File: src/rtl/terminal_writer.sv
// terminal_writer: byte-stream front end of the text terminal. Accepts characters
// over valid/ready, writes them into port B of the video RAM at the cursor, handles
// CR/LF/BS/FF, scrolls by copying rows up, and blanks the whole screen after reset.
//
// Handshake: a byte transfers on a rising clk36m edge where char_valid & char_ready
// are both high. char_ready is registered, only ever high in IDLE, and drops on the
// edge that accepts a byte; char_valid is ignored whenever char_ready is low.
module terminal_writer #(
  parameter int         COLS  = 80,
  parameter int         ROWS  = 25,
  parameter logic [7:0] BLANK = 8'h20
) (
  input  logic        clk36m,
  input  logic        reset_n,
  input  logic [7:0]  char_data,
  input  logic        char_valid,
  output logic        char_ready,
  output logic [10:0] vram_addr,
  output logic [7:0]  vram_data,
  output logic        vram_wren,
  input  logic [7:0]  vram_q,
  output logic [6:0]  cursor_col,
  output logic [4:0]  cursor_row,
  output logic        busy,
  output logic [2:0]  dbg_state
);

  localparam logic [10:0] L_COLS     = 11'(COLS);
  localparam logic [10:0] L_TOTAL    = 11'(COLS * ROWS);
  localparam logic [10:0] L_LAST     = 11'(COLS * ROWS - 1);
  localparam logic [10:0] L_LAST_ROW = 11'(COLS * (ROWS - 1));
  localparam logic [6:0]  L_MAX_COL  = 7'(COLS - 1);
  localparam logic [4:0]  L_MAX_ROW  = 5'(ROWS - 1);

  // CLEAR: r_idx is the next cell to blank; it equals L_TOTAL once every cell is issued.
  // SC_*: r_idx is the source cell of the copy in progress.
  typedef enum logic [2:0] {
    S_CLEAR  = 3'd0,
    S_IDLE   = 3'd1,
    S_WRITE  = 3'd2,
    S_SC_RD  = 3'd3,
    S_SC_LAT = 3'd4,
    S_SC_WR  = 3'd5,
    S_SC_CLR = 3'd6
  } state_t;

  state_t      r_state, w_state;
  logic [10:0] r_idx, w_idx;
  logic        r_ready, w_ready;
  logic [10:0] r_addr, w_addr;
  logic [7:0]  r_data, w_data;
  logic        r_wren, w_wren;
  logic [6:0]  r_col, w_col;
  logic [4:0]  r_row, w_row;
  logic        r_busy, w_busy;

  logic [10:0] w_cur_addr;
  logic        w_is_print;
  logic        w_xfer;

  assign w_cur_addr = ({6'd0, r_row} * L_COLS) + {4'd0, r_col};
  assign w_is_print = (char_data >= 8'h20) && (char_data <= 8'h7E);
  assign w_xfer     = char_valid & r_ready;

  assign char_ready = r_ready;
  assign vram_addr  = r_addr;
  assign vram_data  = r_data;
  assign vram_wren  = r_wren;
  assign cursor_col = r_col;
  assign cursor_row = r_row;
  assign busy       = r_busy;
  assign dbg_state  = r_state;

  // Register the state and every output; reset aborts any clear/scroll at once.
  always_ff @(posedge clk36m or negedge reset_n) begin
    if (!reset_n) begin
      r_state <= S_CLEAR;
      r_idx   <= 11'd0;
      r_ready <= 1'b0;
      r_addr  <= 11'd0;
      r_data  <= BLANK;
      r_wren  <= 1'b0;
      r_col   <= 7'd0;
      r_row   <= 5'd0;
      r_busy  <= 1'b1;
    end else begin
      r_state <= w_state;
      r_idx   <= w_idx;
      r_ready <= w_ready;
      r_addr  <= w_addr;
      r_data  <= w_data;
      r_wren  <= w_wren;
      r_col   <= w_col;
      r_row   <= w_row;
      r_busy  <= w_busy;
    end
  end

  // Next state and next output values; wren defaults low so only write cycles raise it.
  always_comb begin
    w_state = r_state;
    w_idx   = r_idx;
    w_ready = r_ready;
    w_addr  = r_addr;
    w_data  = r_data;
    w_wren  = 1'b0;
    w_col   = r_col;
    w_row   = r_row;
    w_busy  = r_busy;

    case (r_state)
      S_CLEAR: begin
        if (r_idx == L_TOTAL) begin
          w_state = S_IDLE;
          w_ready = 1'b1;
          w_busy  = 1'b0;
          w_col   = 7'd0;
          w_row   = 5'd0;
          w_idx   = 11'd0;
        end else begin
          w_wren = 1'b1;
          w_addr = r_idx;
          w_data = BLANK;
          w_idx  = r_idx + 11'd1;
        end
      end

      S_IDLE: begin
        if (!r_ready) begin
          // Second cycle after a cursor-only byte: re-arm the handshake.
          w_ready = 1'b1;
        end else if (w_xfer) begin
          w_ready = 1'b0;
          if (w_is_print) begin
            w_state = S_WRITE;
            w_wren  = 1'b1;
            w_addr  = w_cur_addr;
            w_data  = char_data;
          end else begin
            case (char_data)
              8'h0D: w_col = 7'd0;
              8'h0A: begin
                if (r_row == L_MAX_ROW) begin
                  w_state = S_SC_RD;
                  w_busy  = 1'b1;
                  w_idx   = L_COLS;
                  w_addr  = L_COLS;
                end else begin
                  w_row = r_row + 5'd1;
                end
              end
              8'h08: begin
                if (r_col != 7'd0) w_col = r_col - 7'd1;
              end
              8'h0C: begin
                w_state = S_CLEAR;
                w_busy  = 1'b1;
                w_idx   = 11'd0;
              end
              default: ;
            endcase
          end
        end
      end

      S_WRITE: begin
        if (r_col == L_MAX_COL) begin
          w_col = 7'd0;
          if (r_row == L_MAX_ROW) begin
            w_state = S_SC_RD;
            w_busy  = 1'b1;
            w_idx   = L_COLS;
            w_addr  = L_COLS;
          end else begin
            w_row   = r_row + 5'd1;
            w_state = S_IDLE;
            w_ready = 1'b1;
          end
        end else begin
          w_col   = r_col + 7'd1;
          w_state = S_IDLE;
          w_ready = 1'b1;
        end
      end

      S_SC_RD: begin
        w_state = S_SC_LAT;
      end

      S_SC_LAT: begin
        // vram_q now holds the source byte; write it one row up.
        w_state = S_SC_WR;
        w_wren  = 1'b1;
        w_addr  = r_idx - L_COLS;
        w_data  = vram_q;
      end

      S_SC_WR: begin
        if (r_idx == L_LAST) begin
          w_state = S_SC_CLR;
          w_wren  = 1'b1;
          w_addr  = L_LAST_ROW;
          w_data  = BLANK;
        end else begin
          w_state = S_SC_RD;
          w_idx   = r_idx + 11'd1;
          w_addr  = r_idx + 11'd1;
        end
      end

      S_SC_CLR: begin
        if (r_addr == L_LAST) begin
          w_state = S_IDLE;
          w_ready = 1'b1;
          w_busy  = 1'b0;
        end else begin
          w_wren = 1'b1;
          w_addr = r_addr + 11'd1;
          w_data = BLANK;
        end
      end

      default: begin
        w_state = S_CLEAR;
        w_idx   = 11'd0;
        w_busy  = 1'b1;
        w_ready = 1'b0;
      end
    endcase
  end

endmodule

File: config.mk
export PLATFORM = sky130hd
export DESIGN_NAME = terminal_writer
export DESIGN_NICKNAME = d
export VERILOG_FILES = /design/src/rtl/terminal_writer.sv
export SDC_FILE = /design/constraint.sdc
export NUM_CORES = 1
export LEC_CHECK = 0
export ABC_AREA = 1
export CAP_MARGIN = 5
export CORE_ASPECT_RATIO = 1.4
export CORE_MARGIN = 2
export CORE_UTILIZATION = 55
export DETAILED_ROUTE_END_ITERATION = 10
export PLACE_DENSITY_LB_ADDON = 0.12
export SYNTH_ARGS = -nofsm -noshare
export SYNTH_HDL_FRONTEND = slang
export SYNTH_SLANG_ARGS = --single-unit
File: constraint.sdc
create_clock -name clk36m -period 3.12 [get_ports clk36m]
set_clock_uncertainty 0.15 [all_clocks]
set_input_delay 0.312 -clock clk36m [delete_from_list [all_inputs] [get_ports clk36m]]
set_output_delay 0.312 -clock clk36m [all_outputs]
set_load 0.01 [all_outputs]
==> results by group, run 1 <==
STA
  • Slew headroom: 0.525
  • Final Hold Fails: 0
  • Final Setup Violations: 0
  • Setup_tns: 0 ps
  • Final Max Slew Viols: 0
  • Unrepaired setup endpoints after global routing: no
  • Tmin final: 2610 ps
  • Fmax: approximately 380 MHz
  • Period utilisation layout: 0.837
  • Least-Margin Pin Slew: about 700 ps

Layout
  • Diodes inserted: 0
  • Final Non-Filler Cells: 875
  • Area grow syn2layout: 16.5%
  • Nets: roughly 810
  • Share of cells above drive strength 1: 0.0569

Hold path
  • Worst Hold Endpoint: vram_data[5]
  • Hold Path Cell Cnt: 2
  • Path type of the worst min-delay path: register to register
  • Hold Startpoint: vram_data[5]

Worst setup path
  • Most used cell, CP: nand2_1
  • Kind of critical path: register to register
  • Critical path data arrival time: 2660 ps
  • CP max-delay cell: dfrtp_1
  • Worst-path fanout max: 6
  • Critical Path Sink Type: register
  • Worst endpoint required time: around 3200 ps
  • Critical path's largest stage delay: 450 ps
  • CP Buf/Inv Count: 1
  • Setup crit start kind: register
  • Cell depth of the worst flop-to-flop path: 11
  • RR Endpoint: vram_addr[10]
  • Cell family with most CP delay: adder cells
  • Worst r2r src: cursor_row[1]
  • Crit path cell chain: ha_1, ha_1, fa_1, xor2_1, inv_1, nor2_1, nor2_1, o21ai_0, nand2_1, nand2_1, nand2_1
  • Setup slack, reg-to-reg: slightly above 500 ps

Floorplan
  • Die W: roughly 80 um
  • Cell Rows: 39
  • Die Height: between 100 and 150 um
  • Core area: ~8100 sq um
  • I/O Pins: between 50 and 60
  • Die area: just under 9000 sq um
  • Starting Density: 0.558

Logic synthesis
  • Number of enable flip-flop cells after synthesis: 0
  • Top_reg_cell synth: dfrtp_1
  • Compound-Gate Fraction of Synth Area: 0.115
  • Most common cell in the synthesized netlist: nand2_1
  • Commonest cells post-synth: nand2_1 (241), nor2_1 (95), nand3_1 (76), inv_1 (68), dfrtp_1 (46)
  • Sequential fraction of the synthesis area: 0.268
  • Yosys reg bits: 48
  • Post-synthesis cell count: a little over 700
  • Adder-Cell Fraction of Synth Area: 0.0674
  • Largest family of logic cells by synthesized area: simple AND/OR/NAND/NOR gates
  • Fraction of synthesized cell area in xor and xnor cells: 0.0331
  • Simple-Gate Fraction of Synth Area: 0.418
  • Ys Warns: 0
  • Mux contribution to synthesized area: 0
  • Top-area cell type share of the netlist area: 0.256
  • Post-Syn Area: 4500 sq um
  • Post-Syn Nets: 768
  • Ranking of synthesized cells by area: dfrtp_1 (26%), nand2_1 (20%), nand3_1 (8.5%)
  • Top cell type by total area after synthesis: dfrtp_1
  • Cell variety after synth: between 40 and 50
  • Ys async rst share: 1.00
  • Syn avg cell area: 6.19 sq um

Routing
  • DR vias: 4985
  • Routed wire length: about 14000 um
  • Drt via density: approximately 5.7
  • Routed Antenna Nets: 0
  • DR pass1 iterations: 5
  • Routed len/inst: roughly 16 um
  • DRT iter0 DRCs: ~410
  • Drt drc: 0

Clocking
  • Sink Count: 48
  • Htree depth: 2
  • Latest clock arrival within the worst-skew pair: 300 ps
  • CTS buffer count: 5
  • Postcts setup bufs: 0
  • Root Buffer: clkbuf_16
  • CTS tree: built
  • Clk slew on worst S/H paths: approximately 70 ps
  • Clock buffer depth: 2

Global routing
  • Gr usage total: 0.330
  • Largest net degree at the start of global routing: 29
  • Grt total ovfl: 0
  • Initial antenna violation count: 0
  • Number of global-route vias before repair: roughly 4800
  • First-pass GRT wire length: 23200 um

Pwr
  • Static leakage: approximately 2.6 nW
  • Power Density: roughly 240 nW/um^2
  • VDD IR max: between 150 and 200 uV
  • Total power: 1.28 mW

Place
  • Placed insts: around 870
  • Post-DP HPWL: 10900 um
  • Port-buffer cells: 55
  • Placer Congestion: between 1 and 1.5

Job
  • Number of max-cap violations: 0

Run status
  • Status: completed
registers in the layout, indices dropped and copies added, names as in the netlist:
| name | flops |
|---|---|
| vram_wren | 1 |
| r_idx | 11 |
| dbg_state | 3 |
| vram_data | 8 |
| cursor_col | 7 |
| cursor_row | 5 |
| busy | 1 |
| char_ready | 1 |
| vram_addr | 11 |
per-layer routing:
layer / part of all wire / GRT usage
met5: 0 / 0
met4: 0.051 / 0.162
met3: 0.050 / 0.0391
met2: 0.50 / 0.578
met1: 0.40 / 0.390
cell families after synthesis:
group / Yosys count
compound gates: 89
xor+xnor: 17
fa+ha+maj: 23
buf+inv: 105
flops: 48
simple gates: 444
stage by stage:
stage | worst slack [ps] | hold slack [ps] | utilization | area, sq um
after floorplan | 828 | -134 | - | 4500
after global placement | 643 | 227 | 0.631 | 5080
after detailed placement | 527 | 248 | 0.631 | 5080
after CTS | 513 | 332 | 0.650 | 5240
after global routing | 373 | 364 | 0.650 | 5240
final | 509 | 328 | 0.650 | 5240
tightest hold or removal path: stages (launching register included):
cell and delay [ps]:
dfstp_2 370, inv_1 50, o21ai_1 60
cell usage in the layout (no fill, tap or decap), drive strengths merged, types with 2 or more instances in the layout:
cell type | Yosys | routed
xnor2 | 2 | 2
nand3 | 80 | 80
o211ai | 5 | 5
nor2 | 97 | 97
inv | 77 | 77
ha | 21 | 21
nor3 | 7 | 7
clkinv | 5 | 7
nand4 | 10 | 10
dfrtp | 46 | 46
a21oi | 10 | 10
o21ai | 58 | 58
dfstp | 2 | 2
clkbuf | 2 | 6
xor2 | 15 | 15
o31ai | 3 | 3
nand2 | 245 | 245
fa | 2 | 2
buf | 21 | 7
nand3b | 2 | 2
o22ai | 8 | 8
clkdlybuf4s50 | 0 | 54
report_power, final:
part | internal, mW | leakage [nW] | switching, mW | total, mW
clock | 0.317 | 0.0766 | 0.249 | 0.566
sequential | 0.628 | 0.621 | 0.00279 | 0.631
combinational | 0.0396 | 1.86 | 0.0421 | 0.0818
how the worst max path moves through the flow:
stage | startpoint | endpoint | slack, ps | cells past startpoint
floorplan | cursor_row[1] | vram_addr[10] | 830 | 11
global placement | cursor_row[1] | vram_addr[10] | 640 | 11
global route | cursor_row[1] | vram_addr[10] | 370 | 11
detailed placement | cursor_row[1] | vram_addr[10] | 530 | 11
CTS | cursor_row[1] | vram_addr[10] | 510 | 11
finish | cursor_row[1] | vram_addr[10] | 510 | 11
timing repair:
item / CTS / global route
hold buffers: 1 / 0
resized for setup: 0 / 0
endpoints found under the hold margin: 27 / 0
layout make-up:
type	count	area, sq um
clock buffers	6	139
clock inverters	2	10.0
fillers	795	2820
inverters	82	308
multi-input cells	573	2850
flip-flops and latches	48	1200
well taps	102	128
repair buffers	62	601
Note: power is estimated with default switching activity, not from simulation.
==> inputs of run 2 (changes only) <==
--- a/config.mk
+++ b/config.mk
@@ -9,7 +9,7 @@
 export CAP_MARGIN = 5
 export CORE_ASPECT_RATIO = 1.4
 export CORE_MARGIN = 2
-export CORE_UTILIZATION = 55
+export CORE_UTILIZATION = 52
 export DETAILED_ROUTE_END_ITERATION = 10
 export PLACE_DENSITY_LB_ADDON = 0.12
 export SYNTH_ARGS = -nofsm -noshare
==> constraint.sdc (replaced) <==
create_clock -name clk36m -period 2.3 [get_ports clk36m]
set_clock_uncertainty 0.15 [all_clocks]
set_input_delay 0.23 -clock clk36m [delete_from_list [all_inputs] [get_ports clk36m]]
set_output_delay 0.23 -clock clk36m [all_outputs]
set_load 0.01 [all_outputs]
==> run 2 against run 1 <==
Effect of this change: via count is 3.7% higher; hold slack better by 3.3 ps; cell count is 5.7% higher; flip-flop and latch count stayed put; combinational power is 44% higher; core utilization is 3.1 points higher; routed wire length is 7.7% higher; cell area is 11% higher; critical path type unchanged.
==> results by group, run 2 (same netlist as run 1, synthesis figures left out) <==
Pwr
  • Power Density: about 350 nW/um^2
  • VDD IR max: roughly 400 uV
  • Total power: around 2 mW
  • Static leakage: ~2.8 nW

Floorplan
  • Die W: around 83 um
  • Starting Density: 0.528
  • I/O Pins: between 50 and 60
  • Cell Rows: 40
  • Core area: 8510 sq um
  • Die Height: about 110 um
  • Die area: roughly 9400 sq um

Clocking
  • CTS tree: built
  • Clk slew on worst S/H paths: ~70 ps
  • Htree depth: 2
  • Latest clock arrival within the worst-skew pair: around 300 ps
  • CTS buffer count: 5
  • Sink Count: 48
  • Root Buffer: clkbuf_16
  • Clock buffer depth: 2

Global routing
  • Largest net degree at the start of global routing: 26
  • Initial antenna violation count: 0
  • Gr usage total: 0.336
  • Number of global-route vias before repair: 5096
  • Grt total ovfl: 0
  • First-pass GRT wire length: 24200 um

Hold path
  • Path type of the worst min-delay path: input port to register
  • Hold Startpoint: vram_q[7]

Place
  • Post-DP HPWL: around 12000 um
  • Placer Congestion: between 1 and 1.5
  • Port-buffer cells: 55
  • Placed insts: about 910

Layout
  • Reg area: 1200 sq um
  • Commonest non-fill, non-tap cell in the layout: nand2_1
  • Final Util: 0.682
  • Final Non-Filler Cells: around 900
  • Commonest non-fill, non-tap cells in the layout: nand2_1 (238), nor2_1 (88), nand3_1 (75)
  • Diodes inserted: 0
  • Share of cells above drive strength 1: 0.137
  • Area of the multi-input gates: 2970 sq um
  • Area grow syn2layout: 29.0%
  • Fillers: ~760
  • Nets: around 860

Worst setup path
  • Worst setup endpoint: vram_addr[9]
  • Setup slack, reg-to-reg: 70 ps
  • Crit path cell chain: ha_4, ha_4, fa_2, xor2_2, buf_4, nand4_1, nand3_1, nand3_1, nand2_1, nand2_1
  • Cell family with most CP delay: adder cells
  • CP Buf/Inv Count: 1
  • Kind of critical path: register to register
  • Setup crit start kind: register
  • RR Endpoint: vram_addr[9]
  • WP depth: 10
  • Worst endpoint required time: approximately 2300 ps
  • Setup crit start: cursor_row[3]
  • Worst r2r src: cursor_row[3]
  • Worst-path fanout max: 2
  • Critical path's largest stage delay: ~410 ps
  • Cell depth of the worst flop-to-flop path: 10
  • Critical Path Sink Type: register
  • Critical path data arrival time: ~2300 ps
  • CP max-delay cell: dfrtp_1

STA
  • Period utilisation layout: 0.968
  • Final Hold Fails: 0
  • Fmax: 449 MHz
  • Final Max Slew Viols: 0
  • Unrepaired setup endpoints after global routing: yes
  • Hold slack: ~330 ps
  • Tmin final: 2230 ps
  • Slew headroom: 0.574
  • Final Setup Violations: 0
  • Least-Margin Pin Slew: around 640 ps

Routing
  • DRT iter0 DRCs: roughly 400
  • Routed len/inst: around 17 um
  • Routed wire length: 15300 um
  • DR pass1 iterations: 6
  • DR vias: a little over 5000
  • Drt drc: 0
  • Drt via density: between 5 and 6
  • Routed Antenna Nets: 0

Job
  • Number of max-cap violations: 0

Run status
  • Status: completed
-- run 2: changes by cell type in the layout (fill, tap and decap cells not counted), moves of 3 or more --
cell,delta
buf_4,+43
nor2_1,-7
nor2_2,+5
ha_1,-4
bufinv_16,+3
nand2_1,-3
-- run 2: how the worst min path moves through the flow --
stage / slack [ps] / cells after the start / end
2_1_floorplan: -220 / 0 / char_ready
3_3_place_gp: 110 / 1 / r_idx[8]
3_5_place_dp: 120 / 1 / r_idx[7]
4_1_cts: 330 / 3 / vram_data[7]
5_1_grt: 370 / 2 / vram_data[5]
6_report: 330 / 3 / vram_data[7]
-- run 2: power by group --
group / leakage, nW / switching (mW) / internal (mW)
combinational: 2.10 / 0.0608 / 0.0575
sequential: 0.619 / 0.00394 / 0.852
clock: 0.104 / 0.342 / 0.733
total: 2.82 / 0.406 / 1.64
-- run 2: layer usage --
metal	global-route usage	routed length, um
met1	0.379	5880
met2	0.605	8040
met3	0.0467	760
met4	0.157	663
met5	0	0
-- run 2: timing repair --
item                                    in CTS  in global routing
pin swaps                                    0                  8
gates cloned                                 0                  1
hold buffers                                 1                  0
setup buffers                                1                  2
hold endpoints to repair                    23                  0
endpoints found under the setup margin       1                 34
gates resized for setup                      3                 28
-- run 2: metrics by stage --
stage	setup WS, ps	area [sq um]	TNS [ps]
final	73.2	5800	0
after global routing	-31.2	5800	-69.5
after global placement	17.6	5430	0
after detailed placement	-64.5	5430	-147
after floorplan	8.26	4500	0
after CTS	8.73	5670	0
-- run 2: worst reg2reg max path: stages, from the launching register on --
cell and delay [ps]:
dfrtp_1 410, ha_4 260, ha_4 160, fa_2 400
xor2_2 180, buf_4 130, nand4_1 80, nand3_1 140
nand3_1 90, nand2_1 60, nand2_1 50
-- run 2: final cells by class --
cell class              count  share of cell area
clock buffers               5              0.0216
clock inverters             3              0.0155
inverters                  82              0.0531
multi-input cells         574               0.511
flip-flops and latches     48               0.208
well taps                 105              0.0226
repair buffers            108               0.168
